==> config.mk <==
export PLATFORM = sky130hd
export DESIGN_NAME = ss_capture
export DESIGN_NICKNAME = d
export VERILOG_FILES = /design/src/rtl/ss_capture.sv
export SDC_FILE = /design/constraint.sdc
export NUM_CORES = 1
export LEC_CHECK = 0
export BUFFER_PORTS_ARGS = -buffer_cell sky130_fd_sc_hd__buf_2
export CAP_MARGIN = 20
export CORE_AREA = 2 2 121 123
export CTS_BUF_LIST = sky130_fd_sc_hd__clkbuf_4 sky130_fd_sc_hd__clkbuf_8
export DETAILED_ROUTE_END_ITERATION = 16
export DIE_AREA = 0 0 123 125
export MAX_ROUTING_LAYER = met4
export PLACE_DENSITY = 0.66
export RECOVER_POWER = 25
export SYNTH_ARGS = -nofsm -noshare
export SYNTH_HDL_FRONTEND = slang
export SYNTH_SLANG_ARGS = --single-unit
==> constraint.sdc <==
create_clock -name clk -period 3.9 [get_ports clk]
set_clock_uncertainty 0.2 [all_clocks]
set_input_delay 0.78 -clock clk [delete_from_list [all_inputs] [get_ports clk]]
set_output_delay 0.78 -clock clk [all_outputs]
set_load 0.03 [all_outputs]
==> src/rtl/ss_capture.sv <==
// Seven-segment bus receiver: recovers the hex digit shown on each of four
// multiplexed positions and assembles them into a 16-bit frame.
module ss_capture #(
    parameter int SYNC_STAGES = 2,
    parameter int STABLE_CYC  = 16,
    parameter int TIMEOUT_CYC = 2000000,
    parameter int CW          = 21
) (
    input  logic        clk,
    input  logic        rst,
    input  logic [3:0]  an,
    input  logic [6:0]  seg,
    input  logic        dp,
    output logic [15:0] value,
    output logic [3:0]  dp_flags,
    output logic [3:0]  blank,
    output logic        frame_valid,
    output logic        pat_err,
    output logic        stale
);
    localparam int CNTW = $clog2(STABLE_CYC + 1);

    typedef enum logic [1:0] {IDLE, SETTLE, CAPTURE, HOLD} state_t;

    // Active-low segment code {G..A} to {valid, nibble}.
    function automatic logic [4:0] decode(input logic [6:0] s);
        logic [4:0] r;
        r = 5'h00;
        case (s)
            7'h40: r = {1'b1, 4'h0};
            7'h79: r = {1'b1, 4'h1};
            7'h24: r = {1'b1, 4'h2};
            7'h30: r = {1'b1, 4'h3};
            7'h19: r = {1'b1, 4'h4};
            7'h12: r = {1'b1, 4'h5};
            7'h02: r = {1'b1, 4'h6};
            7'h58: r = {1'b1, 4'h7};
            7'h00: r = {1'b1, 4'h8};
            7'h10: r = {1'b1, 4'h9};
            7'h20: r = {1'b1, 4'hA};
            7'h03: r = {1'b1, 4'hB};
            7'h46: r = {1'b1, 4'hC};
            7'h21: r = {1'b1, 4'hD};
            7'h06: r = {1'b1, 4'hE};
            7'h0E: r = {1'b1, 4'hF};
            default: r = 5'h00;
        endcase
        return r;
    endfunction

    logic [SYNC_STAGES-1:0][11:0] sync_q, sync_d;
    state_t                       state_q, state_d;
    logic [11:0]                  ref_q, ref_d;
    logic [CNTW-1:0]              cnt_q, cnt_d;
    logic [3:0]                   seen_q, seen_d;
    logic [3:0][3:0]              nib_q, nib_d;
    logic [3:0]                   sdp_q, sdp_d;
    logic [3:0]                   sblank_q, sblank_d;
    logic                         frame_pend_q, frame_pend_d;
    logic [15:0]                  value_q, value_d;
    logic [3:0]                   dp_flags_q, dp_flags_d;
    logic [3:0]                   blank_q, blank_d;
    logic                         frame_valid_q, frame_valid_d;
    logic                         pat_err_q, pat_err_d;
    logic [CW-1:0]                tmo_q, tmo_d;

    logic [11:0] sample;
    logic        legal;
    logic [4:0]  dec;
    logic [1:0]  slot;
    logic [3:0]  slot_mask;

    assign sample    = sync_q[SYNC_STAGES-1];
    assign legal     = (sample[11:8] == 4'hE) || (sample[11:8] == 4'hD) ||
                       (sample[11:8] == 4'hB) || (sample[11:8] == 4'h7);
    assign dec       = decode(ref_q[7:1]);
    assign slot_mask = ~ref_q[11:8];

    // Shift the raw bus through the synchronizer chain.
    always_comb begin
        sync_d[0] = {an, seg, dp};
        for (int i = 1; i < SYNC_STAGES; i++) sync_d[i] = sync_q[i-1];
    end

    // Digit position held in the reference sample (only legal samples are loaded).
    always_comb begin
        case (ref_q[11:8])
            4'hD:    slot = 2'd1;
            4'hB:    slot = 2'd2;
            4'h7:    slot = 2'd3;
            default: slot = 2'd0;
        endcase
    end

    // Settle/capture FSM: next state, reference sample and stability count.
    always_comb begin
        // NOTE: every combinational output gets a default first so no path leaves it unassigned (no latch).
        state_d = state_q;
        ref_d   = ref_q;
        cnt_d   = cnt_q;
        case (state_q)
            IDLE: begin
                if (legal) begin
                    ref_d   = sample;
                    cnt_d   = CNTW'(1);
                    state_d = SETTLE;
                end
            end
            SETTLE: begin
                if (sample == ref_q) begin
                    cnt_d = cnt_q + 1'b1;
                    if (cnt_q + 1'b1 == CNTW'(STABLE_CYC)) state_d = CAPTURE;
                end else begin
                    cnt_d   = '0;
                    state_d = IDLE;
                end
            end
            CAPTURE: state_d = HOLD;
            HOLD: begin
                // A change is judged as a fresh IDLE sample in the same cycle.
                if (sample != ref_q) begin
                    if (legal) begin
                        ref_d   = sample;
                        cnt_d   = CNTW'(1);
                        state_d = SETTLE;
                    end else begin
                        cnt_d   = '0;
                        state_d = IDLE;
                    end
                end
            end
            default: state_d = IDLE;
        endcase
    end

    // Shadow write on capture, frame publish one cycle after the last slot, timeout.
    always_comb begin
        nib_d         = nib_q;
        sdp_d         = sdp_q;
        sblank_d      = sblank_q;
        pat_err_d     = pat_err_q;
        seen_d        = frame_pend_q ? 4'h0 : seen_q;
        frame_pend_d  = 1'b0;
        value_d       = value_q;
        dp_flags_d    = dp_flags_q;
        blank_d       = blank_q;
        frame_valid_d = frame_pend_q;
        tmo_d         = (tmo_q == CW'(TIMEOUT_CYC)) ? tmo_q : tmo_q + 1'b1;

        if (frame_pend_q) begin
            value_d    = nib_q;
            dp_flags_d = sdp_q;
            blank_d    = sblank_q;
        end

        if (state_q == CAPTURE) begin
            sdp_d[slot] = ~ref_q[0];
            if (dec[4]) begin
                nib_d[slot]    = dec[3:0];
                sblank_d[slot] = 1'b0;
            end else if (ref_q[7:1] == 7'h7F) begin
                sblank_d[slot] = 1'b1;
            end else begin
                // Unknown pattern: nibble keeps its previous value.
                sblank_d[slot] = 1'b0;
                pat_err_d      = 1'b1;
            end
            seen_d       = seen_d | slot_mask;
            frame_pend_d = ((seen_d | slot_mask) == 4'hF);
            tmo_d        = '0;
        end
    end

    // State registers with asynchronous reset.
    always_ff @(posedge clk or posedge rst) begin
        if (rst) begin
            sync_q        <= '1;
            state_q       <= IDLE;
            ref_q         <= '0;
            cnt_q         <= '0;
            seen_q        <= '0;
            // NOTE: shadow digit storage is reset too, so a partial frame never publishes stale contents.
            nib_q         <= '0;
            sdp_q         <= '0;
            sblank_q      <= '0;
            frame_pend_q  <= 1'b0;
            value_q       <= '0;
            dp_flags_q    <= '0;
            blank_q       <= 4'hF;
            frame_valid_q <= 1'b0;
            pat_err_q     <= 1'b0;
            tmo_q         <= '0;
        end else begin
            // NOTE: non-blocking assignments so every flop samples pre-edge values.
            sync_q        <= sync_d;
            state_q       <= state_d;
            ref_q         <= ref_d;
            cnt_q         <= cnt_d;
            seen_q        <= seen_d;
            nib_q         <= nib_d;
            sdp_q         <= sdp_d;
            sblank_q      <= sblank_d;
            frame_pend_q  <= frame_pend_d;
            value_q       <= value_d;
            dp_flags_q    <= dp_flags_d;
            blank_q       <= blank_d;
            frame_valid_q <= frame_valid_d;
            pat_err_q     <= pat_err_d;
            tmo_q         <= tmo_d;
        end
    end

    assign value       = value_q;
    assign dp_flags    = dp_flags_q;
    assign blank       = blank_q;
    assign frame_valid = frame_valid_q;
    assign pat_err     = pat_err_q;
    assign stale       = (tmo_q == CW'(TIMEOUT_CYC));

endmodule

==> impl_metrics.tcl, run 1 <==
set metrics [dict create \
    critPathBufInv 1 \
    clkLatencyLatePin_ps 430 \
    place_inst 660 \
    placementRows 44 \
    yosysWarnings 0 \
    syn_inst 454 \
    slew_viol_final 83 \
    crit_path_max_incr_delay_ps 410 \
    gp_congestion 0.8326 \
    required_ps 2920 \
    num-fill-cells 1327 \
    ioPinCount 41 \
    final_common_cell "dfrtp_1" \
    numCtsBuffers 17 \
    ff2ff_path_depth 5 \
    critPathMaxFanout 5 \
    cellLeakagePower_nw 2.796 \
    yosys_most_used_dff "dfrtp_1" \
    synth_edf_count 0 \
    worstPathArrival_ps 1970 \
    min_from "sync_d[12]" \
    hp-class "reg2reg" \
    fmax_mhz 339.2 \
    reg2reg_from "ref_q[6]" \
    nets 515 \
    crit_type "reg2out" \
    path_cells "nor4b_1, nand4_1, nor2_1, buf_2" \
    final_cell_mix "dfrtp_1, buf_2, nand2_1" \
    drc 0 \
    vias_per_cell 5.219 \
    r2r_slack_ps 1120 \
    drt_pass1_iterations 4 \
    setup_tns_ps 0 \
    max_cap_violations 2 \
    wirelength_mm 10.46 \
    cts_htree_levels 4 \
    hold_buffers 0 \
    tightest_slew_ps 2253 \
    port_buffers 40 \
    p_per_area_nw_per_um2 526.4 \
    status "finished, violations left" \
    crit_path_end_kind "output pin" \
    start_util 0.3897 \
    grt_remaining_overflow 0 \
    violations "max-capacitance violations, max-slew violations" \
    path_delay_family "simple AND/OR/NAND/NOR gates" \
    wl_per_cell_um 15.06 \
    fin_crit_ps 2948 \
    min_to "sample[0]" \
    area_growth_pct 12.36 \
    power_mw 3.274 \
    syn-cell-area_um2 5535 \
    post_cts_buffers 0 \
    grt_first_pass_wirelength_mm 17.67 \
    peakVddDrop_uv 241.9 \
    drt_iter0_drc 296 \
    async_flop_share 1.000 \
    synth.avg_cell_area_um2 12.19 \
    die_h_um 125 \
    path_clk_slew_ps 70 \
    min_path_cells 0 \
    drive_gt1_frac 0.3294 \
    fp.coreArea_um2 14200 \
    setup_viol 0 \
    rr_endpoint "ref_q[10]" \
    cts_resized 0 \
    yosysSeqAreaShare 0.5443 \
    cts_tree "yes" \
    syn_nets 472 \
    synth_seq_cells 119 \
    crit_path_start_kind "register" \
    grt_pass1_vias 3546 \
    clockRootBuffer "clkbuf_8" \
    hold_violations 0 \
    seqCellArea_um2 3013 \
    grt_start_max_net_pins 48 \
    synth.distinct_cells 65 \
    n_antenna_cell 0 \
    antenna_left 0 \
    instances_no_fill 694 \
    die-area_um2 15380 \
    max-slew-margin-rel -0.5017 \
    rsz0062_at_grt "no" \
    grtUsageTotal 0.1503 \
    timing.final.crit_share 0.7559 \
    cts_sinks 119 \
    die_x_um 123 \
    crit_slowest_cell "dfrtp_1" \
    clk_path_buf_depth 2 \
    place.detailed.hpwl_mm 7.124 \
    multi_input_area_um2 2262 \
    antenna_found_initial 0 \
    vias 3622 \
]
## final cells by class
| cell class | count | share of cell area |
|---|---|---|
| clock buffer | 24 | 0.05009 |
| timing repair buffer | 44 | 0.04104 |
| inverter | 20 | 0.01227 |
| sequential | 119 | 0.4844 |
| tap | 184 | 0.03701 |
| multi-input combinational | 295 | 0.3637 |
| clock inverter | 8 | 0.01147 |
## logic make-up (layout without fill, tap and decap cells)
kind of cell / count (synthesis) / after routing / synth area share
mux: 39 / 39 / 0.08567
simple gates: 143 / 143 / 0.1539
xor+xnor: 30 / 30 / 0.04747
buf+inv: 40 / 96 / 0.04702
compound gates: 79 / 79 / 0.1126
fa+ha+maj: 4 / 4 / 0.009042
flops: 119 / 119 / 0.5443
## Yosys cell counts, drive strengths merged (3+ instances only)
cell type | count | area, µm²
dfrtp | 91 | 2277
inv | 20 | 75.07
nand3 | 18 | 90.09
nand2 | 31 | 116.4
mux2 | 37 | 454.2
clkbuf | 10 | 87.59
a2bb2oi | 12 | 105.1
or3 | 10 | 67.56
nor3 | 10 | 61.31
and3 | 7 | 45.05
o22ai | 4 | 25.02
buf | 10 | 97.59
ha | 4 | 50.05
nor2 | 28 | 105.1
o21ai | 17 | 88.84
nor2b | 3 | 26.27
nor4bb | 3 | 30.03
xnor2 | 6 | 52.55
dfstp | 28 | 735.7
xor2 | 24 | 210.2
a21oi | 19 | 128.9
a31o | 5 | 43.79
nand4 | 5 | 31.28
a211oi | 3 | 40.04
a21boi | 3 | 45.05
nor4 | 11 | 141.4
## per-layer routing
| layer | GRT usage | up-vias | wire [µm] |
|---|---|---|---|
| li1 | - | 1712 | - |
| met1 | 0.1972 | 1832 | 4926 |
| met2 | 0.2252 | 64 | 5023 |
| met3 | 0.03832 | 14 | 331 |
| met4 | 0.05414 | 0 | 174 |
| met5 | - | - | 0 |
## sequential cells by signal, indices dropped and copies added, names as in the netlist, named ones only
| signal | cells |
|---|---|
| nib_q | 16 |
| blank | 4 |
| dp_flags | 4 |
| frame_valid | 1 |
| tmo_q | 21 |
| sdp_q | 4 |
| cnt_q | 5 |
| pat_err | 1 |
| sync_d | 12 |
| state_q | 1 |
| ref_q | 12 |
| seen_q | 4 |
| frame_pend_q | 1 |
| value | 16 |
| sample | 12 |
## report_power, final
| group | internal, mW | leakage (nW) | switching, mW | total, mW |
|---|---|---|---|---|
| sequential | 1.33 | 1.52 | 0.260 | 1.59 |
| clock | 0.590 | 0.208 | 0.476 | 1.07 |
| combinational | 0.287 | 1.07 | 0.333 | 0.621 |
## per-stage QoR
step	hold WS [ps]	area [µm²]	worst slack, ps	utilization
3_5_place_dp	146.8	5824	1132	0.4101
4_1_cts	156.4	6207	932.9	0.4370
2_1_floorplan	145.2	5539	1488	-
6_report	152.3	6220	952.1	0.4379
3_3_place_gp	146.5	5824	1214	0.4101
5_1_grt	160.3	6220	533.4	0.4379
## worst max path at each step
| stage | from | end | slack (ps) | depth (start not counted) |
|---|---|---|---|---|
| 4_1_cts | tmo_q[14] | stale | 930 | 4 |
| 3_3_place_gp | ref_q[6] | ref_q[10] | 1210 | 5 |
| 3_5_place_dp | ref_q[6] | ref_q[10] | 1130 | 5 |
| 5_1_grt | rst | tmo_q[4] | 530 | 3 |
| 6_report | tmo_q[14] | stale | 950 | 4 |
| 2_1_floorplan | rst | asynchronous set/reset pin | 1490 | 1 |
(Power assumes the default switching activity.)
==> run 2: changes to the inputs <==
--- a/config.mk
+++ b/config.mk
@@ -12,7 +12,7 @@
 export DETAILED_ROUTE_END_ITERATION = 16
 export DIE_AREA = 0 0 123 125
 export MAX_ROUTING_LAYER = met4
-export PLACE_DENSITY = 0.66
+export PLACE_DENSITY = 0.64
 export RECOVER_POWER = 25
 export SYNTH_ARGS = -nofsm -noshare
 export SYNTH_HDL_FRONTEND = slang
==> constraint.sdc (replaced) <==
create_clock -name clk -period 2.8 [get_ports clk]
set_clock_uncertainty 0.2 [all_clocks]
set_input_delay 0.56 -clock clk [delete_from_list [all_inputs] [get_ports clk]]
set_output_delay 0.56 -clock clk [all_outputs]
set_load 0.03 [all_outputs]
==> impl_metrics.tcl, run 2 (synthesis gave the netlist of run 1 again) <==
set metrics [dict create \
    finish.utilization 0.4486 \
    wl_met3_um 346 \
    grtUsageTotal 0.1534 \
    seqCellArea_um2 3013 \
    cellLeakagePower_nw 2.849 \
    grt_pass1_vias 3649 \
    worstPathArrival_ps 1850 \
    vias 3660 \
    antenna_found_initial 0 \
    crit_path_end_kind "output pin" \
    ioPinCount 41 \
    placementRows 44 \
    crit_path_max_incr_delay_ps 450 \
    wirelength_mm 10.50 \
    largest_reg_flops 21 \
    drt_iter0_drc 253 \
    grt_start_max_net_pins 56 \
    fmax_mhz 383.6 \
    power_mw 4.680 \
    hold_violations 0 \
    path_delay_family "simple AND/OR/NAND/NOR gates" \
    critPathBufInv 1 \
    clockRootBuffer "clkbuf_8" \
    dr_wl_met2_mm 5.123 \
    area_growth_pct 15.12 \
    gp_congestion 0.8592 \
    cts_sinks 119 \
    final_area_um2 6372 \
    numCtsBuffers 17 \
    setup_viol 0 \
    clkLatencyLatePin_ps 450 \
    p_clk_frac 0.339 \
    grt_remaining_overflow 0 \
    required_ps 2040 \
    antenna_left 0 \
    regMostFlops "tmo_q" \
    die-area_um2 15380 \
    swShare 0.3405 \
    dr.max_layer_used "met4" \
    fp.coreArea_um2 14200 \
    status "finished clean" \
    nets 529 \
    seqPwrFrac 0.472 \
    num-fill-cells 1337 \
    power_frac_comb 0.190 \
    peakVddDrop_uv 279.6 \
    placed_cell_area_um2 5854 \
    crit_slowest_cell "dfrtp_1" \
    wl_per_cell_um 14.83 \
    cts_tree "yes" \
    drc 0 \
    cts_htree_levels 4 \
    timing.final.crit_share 0.9311 \
    place.detailed.hpwl_mm 7.198 \
    tightest_slew_ps 1296 \
    hp-class "reg2reg" \
    p_sw_mw 1.593 \
    holdWs_ps 156.5 \
    drt_pass1_iterations 4 \
    drive_gt1_frac 0.3302 \
    die_h_um 125 \
    vias_per_cell 5.169 \
    path_cells "nor4_1, nand4_1, nor2_4, buf_2" \
    critPathMaxFanout 6 \
    setup_tns_ps 0 \
    path_clk_slew_ps 70 \
    crit_type "reg2out" \
    rsz0062_at_grt "no" \
    p_int_mw 3.086 \
    wl_met1_mm 4.861 \
    clk_path_buf_depth 2 \
    final_common_cell "dfrtp_1" \
    n_antenna_cell 0 \
    port_buffers 40 \
    final_cell_mix "dfrtp_1, buf_2, nand2_1" \
    die_x_um 123 \
    fin_crit_ps 2607 \
    multi_input_area_um2 2270 \
    crit_path_start_kind "register" \
    max-slew-margin-rel 0.1315 \
    start_util 0.3897 \
    max_cap_violations 0 \
    slew_viol_final 0 \
    grt_first_pass_wirelength_mm 17.95 \
    p_per_area_nw_per_um2 734.4 \
]
run 2: changes by cell type in the layout (fill, tap and decap cells not counted), sizes merged, moves of 2 or more:
| cell | previous run | this run |
|---|---|---|
| buf | 42 | 44 |
| inv | 21 | 25 |
| clkinv | 5 | 3 |
| clkinvlp | 1 | 4 |
| clkbuf | 26 | 20 |
| dlygate4sd3 | 0 | 12 |
run 2: path summary, 6_finish.rpt:
path | from | endpoint | slack, ps | cells after the start
setup reg to reg | ref_q[6] | ref_q[10] | 280 | 6
hold / removal | sync_d[13] | sample[1] | 160 | 0
min in group asynchronous | rst | asynchronous set/reset pin | 190 | 2
hold reg to reg | sync_d[13] | sample[1] | 160 | 0
max in group asynchronous | rst | tmo_q[15] | 780 | 3
setup / recovery | tmo_q[3] | stale | 190 | 4
run 2: stage by stage:
step	worst slack, ps	instances
2_1_floorplan	607.5	454
3_3_place_gp	428.4	664
3_5_place_dp	307.9	664
4_1_cts	53.24	708
5_1_grt	16.23	708
6_report	192.9	708
run 2: power by group through the flow:
stage | Combinational, mW | Sequential, mW | Clock, mW
after floorplan | 1.09 | 1.99 | 0
after global placement | 0.851 | 2.21 | 0
after detailed placement | 0.879 | 2.23 | 0
after CTS | 0.898 | 2.20 | 1.64
after global routing | 0.975 | 2.24 | 1.72
final | 0.888 | 2.21 | 1.59
run 2: cell type report:
cell class	instances	area share
clock buffers	18	0.03790
clock inverters	14	0.02611
inverters	20	0.01198
multi-input cells	295	0.3562
flip-flops and latches	119	0.4728
well taps	184	0.03613
repair buffers	58	0.05890
run 2: per-layer routing:
metal | up-vias | track usage
li1 | 1745 | -
met1 | 1811 | 0.1941
met2 | 91 | 0.2304
met3 | 13 | 0.04471
met4 | 0 | 0.06217
met5 | - | -
run 2: what timing repair did:
action                                 in CTS  in global routing
buffers inserted                            0                  0
setup endpoints to repair                   0                  1
hold buffers                               12                  0
resized for setup                           0                  2
endpoints found under the hold margin      12                  0
